## src/rtl/apb_master_pkg.sv

```systemverilog
// Shared types for the APB configuration master: FSM state encoding and the
// queued command record.
package apb_master_pkg;

  localparam int CMD_ADDR_W = 8;
  localparam int CMD_DATA_W = 32;

  typedef enum logic [1:0] {
    IDLE   = 2'd0,
    SETUP  = 2'd1,
    ACCESS = 2'd2
  } apb_state_e;

  // Stored command; the master's ADDR_W/DATA_W must not exceed these widths.
  typedef struct packed {
    logic                  write;
    logic [CMD_ADDR_W-1:0] addr;
    logic [CMD_DATA_W-1:0] wdata;
  } apb_cmd_t;

endpackage

```

## src/rtl/apb_cmd_fifo.sv

```systemverilog
// Command queue for apb_cfg_master: DEPTH entries (power of two), wrap-around
// read/write pointers and an occupancy count driving the full/empty flags.
module apb_cmd_fifo
  import apb_master_pkg::*;
#(
  parameter int DEPTH = 2
) (
  input  logic     i_clk,
  input  logic     i_rst,
  input  logic     i_push,
  input  apb_cmd_t i_cmd,
  input  logic     i_pop,
  output apb_cmd_t o_head,
  output logic     o_full,
  output logic     o_empty
);

  localparam int PTR_W = $clog2(DEPTH);
  localparam int CNT_W = PTR_W + 1;

  apb_cmd_t         r_mem [DEPTH];
  logic [PTR_W-1:0] r_wr_ptr;
  logic [PTR_W-1:0] r_rd_ptr;
  logic [CNT_W-1:0] r_count;
  logic             w_push;
  logic             w_pop;

  assign w_push  = i_push & ~o_full;
  assign w_pop   = i_pop & ~o_empty;
  assign o_full  = (r_count == CNT_W'(DEPTH));
  assign o_empty = (r_count == '0);
  assign o_head  = r_mem[r_rd_ptr];

  // NOTE: payload storage has no reset; pointers and count alone define validity.
  always_ff @(posedge i_clk) begin
    if (w_push) r_mem[r_wr_ptr] <= i_cmd;
  end

  // NOTE: sequential state uses non-blocking assignments so every register
  // samples pre-edge values regardless of block ordering.
  always_ff @(posedge i_clk or posedge i_rst) begin
    if (i_rst) begin
      r_wr_ptr <= '0;
      r_rd_ptr <= '0;
      r_count  <= '0;
    end else begin
      if (w_push) r_wr_ptr <= r_wr_ptr + 1'b1;
      if (w_pop)  r_rd_ptr <= r_rd_ptr + 1'b1;
      case ({w_push, w_pop})
        2'b10:   r_count <= r_count + 1'b1;
        2'b01:   r_count <= r_count - 1'b1;
        default: r_count <= r_count;
      endcase
    end
  end

endmodule

```

## src/rtl/apb_cfg_master.sv

```systemverilog
// APB configuration master: queued commands issued as SETUP/ACCESS transfers,
// one response pulse per transfer. Optional ACCESS timeout: APB_MASTER_TIMEOUT_EN.
module apb_cfg_master
  import apb_master_pkg::*;
#(
  parameter int ADDR_W      = 8,
  parameter int DATA_W      = 32,
  parameter int CMD_DEPTH   = 2,
  parameter int TIMEOUT_CYC = 16
) (
  input  logic              Pclk_i,
  input  logic              PReset_i,
  input  logic              cmd_valid_i,
  output logic              cmd_ready_o,
  input  logic              cmd_write_i,
  input  logic [ADDR_W-1:0] cmd_addr_i,
  input  logic [DATA_W-1:0] cmd_wdata_i,
  output logic              rsp_valid_o,
  output logic [DATA_W-1:0] rsp_rdata_o,
  output logic              rsp_err_o,
  output logic              busy_o,
  output logic              PSel_o,
  output logic              PEnable_o,
  output logic              PWrite_o,
  output logic [ADDR_W-1:0] PAddr_o,
  output logic [DATA_W-1:0] PWData_o,
  input  logic [DATA_W-1:0] PRData_i,
  input  logic              PReady_i,
  input  logic              PSlvErr_i
);

  apb_state_e        r_state;
  apb_state_e        w_state_nxt;
  apb_cmd_t          w_push_cmd;
  apb_cmd_t          w_head;
  logic              w_full;
  logic              w_empty;
  logic              w_pop;
  logic              w_done;
  logic              w_abort;
  logic              w_finish;

  logic              r_psel;
  logic              r_penable;
  logic              r_pwrite;
  logic [ADDR_W-1:0] r_paddr;
  logic [DATA_W-1:0] r_pwdata;
  logic              r_rsp_valid;
  logic [DATA_W-1:0] r_rsp_rdata;
  logic              r_rsp_err;

  always_comb begin
    w_push_cmd                    = '0;
    w_push_cmd.write              = cmd_write_i;
    w_push_cmd.addr[ADDR_W-1:0]   = cmd_addr_i;
    w_push_cmd.wdata[DATA_W-1:0]  = cmd_wdata_i;
  end

  apb_cmd_fifo #(
    .DEPTH (CMD_DEPTH)
  ) u_cmd_fifo (
    .i_clk   (Pclk_i),
    .i_rst   (PReset_i),
    .i_push  (cmd_valid_i),
    .i_cmd   (w_push_cmd),
    .i_pop   (w_pop),
    .o_head  (w_head),
    .o_full  (w_full),
    .o_empty (w_empty)
  );

`ifdef APB_MASTER_TIMEOUT_EN
  localparam int                TMO_W    = $clog2(TIMEOUT_CYC + 1);
  localparam logic [TMO_W-1:0]  TMO_LAST = TMO_W'(TIMEOUT_CYC - 1);

  logic [TMO_W-1:0] r_tmo_cnt;

  // Counts completed ACCESS cycles; cleared whenever the FSM leaves ACCESS.
  always_ff @(posedge Pclk_i or posedge PReset_i) begin
    if (PReset_i)                r_tmo_cnt <= '0;
    else if (r_state == ACCESS)  r_tmo_cnt <= r_tmo_cnt + 1'b1;
    else                         r_tmo_cnt <= '0;
  end

  assign w_abort = (r_state == ACCESS) & ~PReady_i & (r_tmo_cnt == TMO_LAST);
`else
  logic w_unused_tmo;
  assign w_unused_tmo = ^TIMEOUT_CYC;
  assign w_abort      = 1'b0;
`endif

  assign w_done   = (r_state == ACCESS) & PReady_i;
  assign w_finish = w_done | w_abort;

  // NOTE: every always_comb output gets a default first so no path infers a latch.
  always_comb begin
    w_state_nxt = r_state;
    w_pop       = 1'b0;
    case (r_state)
      IDLE: begin
        if (!w_empty) begin
          w_pop       = 1'b1;
          w_state_nxt = SETUP;
        end
      end
      SETUP:  w_state_nxt = ACCESS;
      ACCESS: begin
        if (w_finish) begin
          w_pop       = ~w_empty;
          w_state_nxt = w_empty ? IDLE : SETUP;
        end
      end
      default: w_state_nxt = IDLE;
    endcase
  end

  always_ff @(posedge Pclk_i or posedge PReset_i) begin
    if (PReset_i) r_state <= IDLE;
    else          r_state <= w_state_nxt;
  end

  // APB outputs follow the next state so they are registered yet aligned with r_state.
  always_ff @(posedge Pclk_i or posedge PReset_i) begin
    if (PReset_i) begin
      r_psel    <= 1'b0;
      r_penable <= 1'b0;
      r_pwrite  <= 1'b0;
      r_paddr   <= '0;
      r_pwdata  <= '0;
    end else begin
      r_psel    <= (w_state_nxt != IDLE);
      r_penable <= (w_state_nxt == ACCESS);
      if (w_pop) begin
        r_pwrite <= w_head.write;
        r_paddr  <= w_head.addr[ADDR_W-1:0];
        r_pwdata <= w_head.write ? w_head.wdata[DATA_W-1:0] : '0;
      end
    end
  end

  always_ff @(posedge Pclk_i or posedge PReset_i) begin
    if (PReset_i) begin
      r_rsp_valid <= 1'b0;
      r_rsp_rdata <= '0;
      r_rsp_err   <= 1'b0;
    end else begin
      r_rsp_valid <= w_finish;
      r_rsp_rdata <= (w_done & ~r_pwrite) ? PRData_i : '0;
      r_rsp_err   <= w_abort | (w_done & PSlvErr_i);
    end
  end

  assign cmd_ready_o = ~w_full;
  assign busy_o      = (r_state != IDLE) | ~w_empty;
  assign PSel_o      = r_psel;
  assign PEnable_o   = r_penable;
  assign PWrite_o    = r_pwrite;
  assign PAddr_o     = r_paddr;
  assign PWData_o    = r_pwdata;
  assign rsp_valid_o = r_rsp_valid;
  assign rsp_rdata_o = r_rsp_rdata;
  assign rsp_err_o   = r_rsp_err;

endmodule

```

## config.mk

```make
export PLATFORM = sky130hd
export DESIGN_NAME = apb_cfg_master
export DESIGN_NICKNAME = d
export VERILOG_FILES = /design/src/rtl/apb_master_pkg.sv /design/src/rtl/apb_cmd_fifo.sv /design/src/rtl/apb_cfg_master.sv
export SDC_FILE = /design/constraint.sdc
export NUM_CORES = 1
export LEC_CHECK = 0
export ABC_CLOCK_PERIOD_IN_PS = 3550
export CAP_MARGIN = 10
export CORE_UTILIZATION = 48
export DETAILED_ROUTE_END_ITERATION = 8
export GPL_TIMING_DRIVEN = 0
export PLACE_DENSITY = 0.79
export SETUP_SLACK_MARGIN = 0.02
export SYNTH_ARGS = -nofsm -noshare
export SYNTH_HDL_FRONTEND = slang
export SYNTH_SLANG_ARGS = --single-unit
```

## constraint.sdc

```tcl
create_clock -name Pclk_i -period 3.55 [get_ports Pclk_i]
set_clock_uncertainty 0.2 [all_clocks]
set_input_delay 0.71 -clock Pclk_i [delete_from_list [all_inputs] [get_ports Pclk_i]]
set_output_delay 0.71 -clock Pclk_i [all_outputs]
set_load 0.05 [all_outputs]
```

==> summary.txt <==
Outcome
  – Status: finished clean

Critical path
  – Crit path kind: reg2out
  – CP max FO: 4
  – Critical Path RT: 2.64 ns
  – Arrival time at the worst endpoint: 1.97 ns
  – Setup crit start kind: flip-flop
  – CP max stage delay: 0.72 ns
  – Crit path depth: 3
  – Critical path's slowest cell: clkdlybuf4s50_1
  – Crit. End Element: primary output
  – CP Cell Sequence: nor2_1, nand2_1, clkdlybuf4s50_1
  – FF-to-FF path depth: 6
  – Worst Path Buf+Inv: 1
  – Family with the most delay on the worst path: buffers and inverters

Die
  – Area of the die: about 13000 sq um
  – I/O Pins: 157
  – Core footprint: 12160 sq um
  – DIE WIDTH: 114.3 microns
  – Row count: 40
  – Initial core utilization: 0.4976
  – Die Height: 114.3 microns

Power
  – PD cells: 891.8 nW/um^2
  – VDD IR max: between 0.5 and 0.6 mV
  – Leakage: 3.541 nW
  – Tot Pwr: 0.007519 W

Yosys
  – Top FF cell, synth: dfrtp_1
  – Yosys top cell by area: edfxtp_1
  – Post-synthesis net count: 434
  – Area contributors post-synth: edfxtp_1 41%, dfrtp_1 34%, mux2_2 8.2%
  – Synth top area share: 0.4069
  – Syn Inst Count: 355
  – Mean Syn Cell Area: ~17 sq um
  – Synth Register Bits: 165
  – Post-synth EDFFs: between 80 and 90
  – Yosys warnings: 0
  – Share of the yosys chip area belonging to registers: 0.7501
  – Library cells used by synthesis: 24
  – Post-synth ARST share: 0.5030
  – Synth Cell Area: 6052 sq um

Timing
  – Final hold vios: 0
  – Worst slew pin tran: 0.5576 ns
  – Setup ws final: 0.6715 ns
  – Period utilization: 0.8108
  – Final setup violation count: 0
  – Max Clk Rate: 0.3474 GHz
  – Fin crit period: 2.878 ns
  – Max_slew headroom: 0.6271
  – RSZ-0062 raised after global routing: false
  – Final Max Slew Viols: 0

Routing
  – Total routed wirelength: roughly 12000 microns
  – Drt drc: 0
  – Drt first pass iters: 4
  – DR iter-0 viols: 182
  – Vias/cell: 4.888
  – Via count: 3485
  – Routed Antenna Nets: 0
  – WL/cell: around 17 microns

Global route
  – Overflow after GRT: 0
  – First-pass GRT wire length: 19580 microns
  – Vias in the first global route: 3802
  – Largest net degree at the start of global routing: 56
  – Initial antenna violation count: 0
  – Total GRT Usage: 0.2046

Clock network
  – CTS tree: built
  – Root buffer cell: clkbuf_16
  – Hold_buf cts: 0
  – Setup bufs post-CTS: 0
  – Worst skew pair latency: around 0.41 ns
  – CTS sink count: 165
  – Total CTS buffers: 17
  – Clock slew at reported path FFs: 0.06 ns
  – # H-tree levels: 4
  – CTS max path bufs: 2
  – Post-cts sizing count: 0

Cells and area
  – Diode count: 0
  – Register area: 4539 sq um
  – Syn-to-layout area delta: 39.32%
  – Fraction of layout cells with a size suffix above 1: 0.1633
  – Final #Nets: 612
  – Filler Cells Inserted: 830
  – Multi-input logic area: 1396 sq um

Place
  – Port Buffers: 156
  – Hpwl dp: about 8600 microns
  – DP Worst Slack: 0.6140 ns
  – Placer Congestion: 0.7023

Min path
  – Hold path cells: 1
  – Min-delay worst type: reg2reg

Run
  – Max-cap viol count: 0
## registers in the layout (all words and copies together) (netlist names)
signal	cells
PWrite_o	1
PAddr_o	8
rsp_rdata_o	32
r_state	2
PEnable_o	1
u_cmd_fifo.r_count	2
PSel_o	1
u_cmd_fifo.r_wr_ptr	1
rsp_err_o	1
u_cmd_fifo.r_rd_ptr	1
rsp_valid_o	1
PWData_o	32
u_cmd_fifo.r_mem	82
## worst paths after layout
check	slack, ns	from	endpoint
hold / removal	0.29	PWData_o[6]	PWData_o[6]
setup / recovery	0.67	u_cmd_fifo.r_count[0]	busy_o
min in group asynchronous	0.48	PReset_i	rsp_rdata_o[27]
max in group asynchronous	2.07	PReset_i	PWData_o[29]
hold reg to reg	0.29	PWData_o[6]	PWData_o[6]
setup reg to reg	1.41	r_state[1]	u_cmd_fifo.r_count[1]
## cells in the mapped netlist, drive strengths merged (2+ instances only)
cell    instances
xnor2           3
xor2            2
buf            13
mux2i          34
nor2           37
nor3            2
nand2           2
clkbuf          6
mux2           50
and3           33
edfxtp         82
dfrtp          83
inv             2
## where the power goes
part | switching (W) | internal [W]
Combinational | 0.00186 | 0.00125
Sequential | 0.000204 | 0.00256
Clock | 0.000655 | 0.000993
## cell type report
type                       instances  area share
sequential                       165      0.5384
timing repair buffer             159      0.1932
multi-input combinational        169      0.1656
clock buffer                      26     0.05683
tap                              168     0.02493
buffer                            19     0.01395
clock inverter                     5    0.005936
inverter                           2    0.001187
## metal layers
metal,wire length [microns],share of wire,up-vias,track usage
met1,5152,0.42,1758,0.2416
li1,-,-,1636,-
met5,0,0,-,0
met3,355,0.029,13,0.04711
met2,6623,0.54,78,0.3588
met4,163,0.013,0,0.08918
## cells in the final DEF (no fill, tap or decap), drive strengths merged
cell           Yosys  final
clkdlybuf4s50      0    156
xor2               2      2
nor2              37     37
xnor2              3      3
and2               1      1
dfrtp             83     83
or2                1      1
mux2              50     50
nand2b             1      1
nand2              2      2
nor2b              1      1
clkinv             0      3
and3              33     33
clkinvlp           0      1
ha                 1      1
edfxtp            82     82
and3b              1      1
buf               13     16
inv                2      2
bufinv             0      1
nor3               2      2
mux2i             34     34
clkbuf             6     32
## through the flow
step | std cells | area [sq um] | setup TNS [ns] | hold WS, ns | utilization
final | 713 | 8432 | 0 | 0.2856 | 0.6933
after detailed placement | 682 | 7903 | 0 | 0.2741 | 0.6498
after floorplan | 355 | 6052 | 0 | 0.2604 | -
after global placement | 679 | 7824 | -120.50 | 0.2685 | 0.6433
after CTS | 713 | 8432 | 0 | 0.2869 | 0.6933
after global routing | 713 | 8432 | 0 | 0.3176 | 0.6933
## cell families after synthesis
kind of cell  count (synthesis)  share of synthesized area
simple gates                 79                    0.06864
xor+xnor                      5                   0.007237
buf+inv                      21                    0.02067
flops                       165                     0.7501
fa+ha+maj                     1                   0.002067
mux                          84                     0.1513
Power figures use the tool's default switching activity.
